--- src/rtl/pipe_stage_reg_if.sv ---
// Handshake bundle for one pipeline stage register.
//   in_valid/in_ready/in_data    : upstream side (producer -> stage)
//   out_valid/out_ready/out_data : downstream side (stage -> consumer)
//   occupancy                    : number of entries held by the stage
// slave  = the stage's view, master = the driver/observer's view.
interface pipe_stage_reg_if #(
    parameter int WIDTH = 16
);
    logic             in_valid;
    logic             in_ready;
    logic [WIDTH-1:0] in_data;
    logic             out_valid;
    logic             out_ready;
    logic [WIDTH-1:0] out_data;
    logic [1:0]       occupancy;

    modport slave (
        input  in_valid, in_data, out_ready,
        output in_ready, out_valid, out_data, occupancy
    );

    modport master (
        output in_valid, in_data, out_ready,
        input  in_ready, out_valid, out_data, occupancy
    );
endinterface

--- src/rtl/pipe_stage_reg.sv ---
// Pipeline stage register with valid/ready handshake, optional skid entry
// and synchronous flush.
//   clk   : rising-edge clock
//   reset : asynchronous, active-high reset
//   flush : synchronous kill of all held entries (drops a same-cycle accept)
//   bus   : handshake bundle (slave view), see pipe_stage_reg_if
// SKID=1 : two entries, in_ready comes straight from a flop.
// SKID=0 : one entry, in_ready = !out_valid || out_ready.
//
// state    | meaning
// ---------+---------------------------------------------------
// ST_EMPTY | nothing held, out_valid=0
// ST_ONE   | head entry in main_q
// ST_FULL  | head in main_q, next entry in skid_q (SKID=1 only)
module pipe_stage_reg #(
    parameter int               WIDTH     = 16,
    parameter bit               SKID      = 1'b1,
    parameter logic [WIDTH-1:0] RESET_VAL = '0
) (
    input  logic          clk,
    input  logic          reset,
    input  logic          flush,
    pipe_stage_reg_if.slave bus
);
    typedef enum logic [1:0] {
        ST_EMPTY = 2'd0,
        ST_ONE   = 2'd1,
        ST_FULL  = 2'd2
    } state_t;

    state_t           state_q, state_d;
    logic [WIDTH-1:0] main_q, main_d;
    logic [WIDTH-1:0] skid_q, skid_d;
    logic             in_ready;
    logic             out_valid;
    logic             accept;
    logic             drain;
    logic [1:0]       occupancy;

    assign out_valid = (state_q != ST_EMPTY);
    assign accept    = bus.in_valid && in_ready;
    assign drain     = out_valid && bus.out_ready;

    generate
        if (SKID) begin : g_skid
            logic in_ready_q;

            // Registered ready: looks one state ahead so it never depends on
            // this cycle's out_ready.
            always_ff @(posedge clk or posedge reset) begin
                if (reset) begin
                    in_ready_q <= 1'b1;
                end else begin
                    in_ready_q <= (state_d != ST_FULL);
                end
            end

            assign in_ready = in_ready_q;
        end else begin : g_noskid
            assign in_ready = !out_valid || bus.out_ready;
        end
    endgenerate

    always_ff @(posedge clk or posedge reset) begin
        if (reset) begin
            state_q <= ST_EMPTY;
            main_q  <= RESET_VAL;
            skid_q  <= RESET_VAL;
        end else begin
            state_q <= state_d;
            main_q  <= main_d;
            skid_q  <= skid_d;
        end
    end

    always_comb begin
        state_d = state_q;
        main_d  = main_q;
        skid_d  = skid_q;
        if (flush) begin
            state_d = ST_EMPTY;
            main_d  = RESET_VAL;
            skid_d  = RESET_VAL;
        end else begin
            case (state_q)
                ST_EMPTY: begin
                    if (accept) begin
                        state_d = ST_ONE;
                        main_d  = bus.in_data;
                    end
                end
                ST_ONE: begin
                    if (accept && drain) begin
                        main_d = bus.in_data;
                    end else if (accept) begin
                        // Without a skid entry accept implies drain here.
                        if (SKID) begin
                            state_d = ST_FULL;
                            skid_d  = bus.in_data;
                        end
                    end else if (drain) begin
                        state_d = ST_EMPTY;
                    end
                end
                ST_FULL: begin
                    if (drain) begin
                        state_d = ST_ONE;
                        main_d  = skid_q;
                    end
                end
                default: begin
                    state_d = ST_EMPTY;
                end
            endcase
        end
    end

    always_comb begin
        occupancy = 2'd0;
        case (state_q)
            ST_ONE:  occupancy = 2'd1;
            ST_FULL: occupancy = 2'd2;
            default: occupancy = 2'd0;
        endcase
    end

    assign bus.in_ready  = in_ready;
    assign bus.out_valid = out_valid;
    assign bus.out_data  = main_q;
    assign bus.occupancy = occupancy;
endmodule

--- src/flat_wrapper.sv ---
// flat-port wrapper written by rule: the top's interface ports become plain ports
module pipe_stage_reg_flat 
#(
    parameter int               WIDTH     = 16,
    parameter bit               SKID      = 1'b1,
    parameter logic [WIDTH-1:0] RESET_VAL = '0
)
  (clk, reset, flush, bus_in_valid, bus_in_data, bus_out_ready, bus_in_ready, bus_out_valid, bus_out_data, bus_occupancy);
  pipe_stage_reg_if #(.WIDTH(WIDTH)) bus_i ();
  input  logic clk;
  input  logic reset;
  input  logic flush;
  input wire logic [$bits(bus_i.in_valid)-1:0] bus_in_valid;
  input wire logic [$bits(bus_i.in_data)-1:0] bus_in_data;
  input wire logic [$bits(bus_i.out_ready)-1:0] bus_out_ready;
  output wire logic [$bits(bus_i.in_ready)-1:0] bus_in_ready;
  output wire logic [$bits(bus_i.out_valid)-1:0] bus_out_valid;
  output wire logic [$bits(bus_i.out_data)-1:0] bus_out_data;
  output wire logic [$bits(bus_i.occupancy)-1:0] bus_occupancy;
  assign bus_i.in_valid = bus_in_valid;
  assign bus_i.in_data = bus_in_data;
  assign bus_i.out_ready = bus_out_ready;
  assign bus_in_ready = bus_i.in_ready;
  assign bus_out_valid = bus_i.out_valid;
  assign bus_out_data = bus_i.out_data;
  assign bus_occupancy = bus_i.occupancy;
  pipe_stage_reg #(.WIDTH(WIDTH), .SKID(SKID), .RESET_VAL(RESET_VAL)) u_core (.clk(clk), .reset(reset), .flush(flush), .bus(bus_i));
endmodule
--- config.mk ---
export PLATFORM = sky130hd
export DESIGN_NAME = pipe_stage_reg_flat
export DESIGN_NICKNAME = d
export VERILOG_FILES = /design/src/rtl/pipe_stage_reg_if.sv /design/src/rtl/pipe_stage_reg.sv /design/src/flat_wrapper.sv
export SDC_FILE = /design/constraint.sdc
export NUM_CORES = 1
export LEC_CHECK = 0
export CAP_MARGIN = 15
export CORE_ASPECT_RATIO = 2
export CORE_MARGIN = 1.5
export CORE_UTILIZATION = 45
export DETAILED_ROUTE_END_ITERATION = 8
export GPL_TIMING_DRIVEN = 0
export PLACE_DENSITY = 0.76
export SYNTH_ARGS = -nofsm -noshare
export SYNTH_HDL_FRONTEND = slang
export SYNTH_SLANG_ARGS = --single-unit
--- constraint.sdc ---
create_clock -name clk -period 5 [get_ports clk]
set_clock_uncertainty 0.2 [all_clocks]
set_input_delay 1.5 -clock clk [delete_from_list [all_inputs] [get_ports clk]]
set_output_delay 1.5 -clock clk [all_outputs]
set_load 0.005 [all_outputs]
==> flow_summary_export.csv <==
group,metric,value,unit
run_status,status,"finished, final reports clean",
floorplan,fp.dieArea,0.00424,mm²
synth,netlist_area,0.00173,mm²
place,dp_worst_setup_slack,1520,ps
synth,async_reset_ff_share,100,%
power_and_ir_drop,irDropWorstVdd,0.000293,V
final_layout,final_layout_size_suffix_gt1_share,18.5,%
critical_path,r2r_slack,2750,ps
floorplan,start_util,47.4,%
clock_tree,post_cts_buffers,0,
drt,dr.first_iter.drc_count,28,
sta,rsz0062_at_grt,"false",
sta,hold_viol,0,
worst_hold_path,whs_endpoint,"u_core.skid_q[7]$_DFFE_PP0P_",
floorplan,io_pins,41,
clock_tree,clockRootBuffer,"clkbuf_8",
job,drv_cap,0,
synth,synth_edf_count,0,
floorplan,core-area,0.00365,mm²
drt,drt_pass1_iterations,4,
drt,via_count,1349,
clock_tree,numCtsBuffers,5,
floorplan,fp.dieH,90.6,µm
worst_hold_path,hold_path_class,"reg -> reg",
clock_tree,clkTransAtPathRegs,70,ps
worst_hold_path,hold_start,"u_core.skid_q[7]$_DFFE_PP0P_",
sta,setup_viol,0,
final_layout,nets,213,
clock_tree,cts.sinks,35,
clock_tree,cts_tree,"done",
sta,period_minus_slack,3340,ps
critical_path,r2r_cells,8,
clock_tree,ctsLongestPathBuffers,2,
sta,worst_hold_slack,313,ps
floorplan,die_x,46.8,µm
grt,grt.overflow.total,0,
final_layout,area_growth,33.6,%
place,dp_hpwl,2.87,mm
critical_path,arrival,1640,ps
critical_path,r2r_start,"u_core.state_q[1]$_DFF_PP0_",
grt,grt_pass1_wl,6.61,mm
place,port_buffers,40,
final_layout,final_common_cell,"clkdlybuf4s50_1",
sta,relSlewSlack,51.0,%
final_layout,fill_cells,331,
synth,yosys-top-cells-area,"dfrtp_1 (49%), mux2i_1 (9.3%), a22o_1 (8.1%), a211oi_2 (7.2%), a21oi_1 (5.5%)",
critical_path,path_class,"reg -> out",
sta,tightestPinTransition,735,ps
sta,slew_viol_final,0,
drt,viasPerCell,5.67,
critical_path,rr_endpoint,"u_core.bus.out_data[2]$_DFFE_PP0P_",
sta,finalSetupTns,0,ps
final_layout,num_antenna_cells,0,
critical_path,crit_required,3300,ps
synth,avgSynthCellArea,12.3,µm²
place,place.gp.congestion,0.748,
grt,grt_util_all_layers,21.4,%
grt,antenna_found_initial,0,
clock_tree,hold_buffers,0,
floorplan,placementRows,31,
final_layout,finish.utilization,63.3,%
synth,synth_nets,165,
clock_tree,cts_resized,0,
sta,fin_ws,1660,ps
grt,grt_pass1_vias,1393,
clock_tree,ctsHtreeMaxLevel,2,
critical_path,crit_fanout,6,
worst_hold_path,holdPathStages,1,
synth,synth-seq-cells,35,
synth,synthFlopType,"dfrtp_1",
final_layout,layout_common_cells,"clkdlybuf4s50_1 (40), dfrtp_1 (34), a21oi_1 (19)",
synth,syn_inst,140,
critical_path,crit_path_start_kind,"flip-flop",
synth,yosysWarnings,0,
synth,yosysTopAreaCell,"dfrtp_1",
clock_tree,clkLatencyLatePin,290,ps
critical_path,cp-end-kind,"output pin",
synth,yosysSeqAreaShare,50.8,%
drt,drtAntennaViolNets,0,
sta,fin_crit_sh,66.8,%
synth,synth_top_area_share,49.2,%
power_and_ir_drop,power_leakage,0.952,nW
power_and_ir_drop,p_per_area,540,mW/mm²
synth,yosys.cell_types.count,33,
sta,fmax,0.299,GHz
drt,routed_wl,3.98,mm
drt,drc,0,
grt,grt_max_degree,26,
drt,wire_per_inst,16.7,µm
[power by group]
part	internal [mW]	switching (mW)	leakage [nW]
Combinational	0.323	0.314	0.437
Clock	0.111	0.102	0.0482
Sequential	0.355	0.0427	0.467
[flip-flops by register name, summed over array words and instances (netlist names)]
| name | cells |
|---|---|
| u_core.state_q | 2 |
| u_core.skid_q | 16 |
| u_core.bus.in_ready | 1 |
| u_core.bus.out_data | 16 |
[cell type report]
cell class	count	area (µm²)	area share (%)
Clock buffer	7	86.3	3.74
Buffer	10	68.8	2.98
Timing Repair Buffer	41	428	18.5
Sequential cell	35	877	38.0
Clock inverter	1	5.00	0.217
Multi-Input combinational cell	91	767	33.2
Inverter	4	15.0	0.650
Tap cell	49	61.3	2.66
[synth_stat cells, types with 2 or more instances]
cell type  count
inv_1          4
a211oi_2      10
a21oi_1       19
buf_4          2
a211oi_1       6
mux2i_1       16
o21ai_0        2
a22o_1        16
dfrtp_1       34
clkbuf_1       2
buf_2          4
ha_1           4
[cell families (layout without fill, tap and decap cells)]
logic type / Yosys count / in the layout / synth area share, %
buffers and inverters: 14 / 63 / 4.85
DFF: 35 / 35 / 50.8
adders and majority gates: 4 / 4 / 2.90
and+or+nand+nor: 10 / 10 / 3.62
muxes: 16 / 16 / 9.27
AOI/OAI and AO/OA: 61 / 61 / 28.6
[metal layers]
layer / routed length [µm] / vias to the layer above / global-route usage [%]
met2: 2180 / 39 / 36.1
met3: 181 / 6 / 4.80
met4: 79 / 0 / 9.03
li1: - / 628 / -
met5: 0 / - / 0
met1: 1540 / 676 / 24.3
[worst max path at each step]
stage | from | to | slack, ps | depth (start not counted)
floorplan | bus_in_valid | u_core.bus.out_data[10]$_DFFE_PP0P_ | 2290 | 6
global placement | bus_out_ready | u_core.bus.out_data[7]$_DFFE_PP0P_ | 1550 | 7
detailed placement | bus_out_ready | u_core.bus.out_data[10]$_DFFE_PP0P_ | 1520 | 7
CTS | u_core.state_q[1]$_DFF_PP0_ | bus_occupancy[0] | 1650 | 3
global route | u_core.state_q[1]$_DFF_PP0_ | bus_occupancy[0] | 1570 | 3
finish | u_core.state_q[1]$_DFF_PP0_ | bus_occupancy[0] | 1660 | 3
[worst max-delay path, cell delays in order (launching register included)]
cell and delay [ps]:
dfrtp_1 430, inv_1 100, ha_1 280, clkdlybuf4s50_1 540
[metrics by stage]
step / power, mW / cells / instance area (µm²)
after CTS: 1.26 / 238 / 2310
after detailed placement: 1.04 / 230 / 2220
after floorplan: 0.816 / 140 / 1730
final: 1.25 / 238 / 2310
after global routing: 1.33 / 238 / 2310
after global placement: 1.02 / 229 / 2190
(Power assumes the default switching activity.)
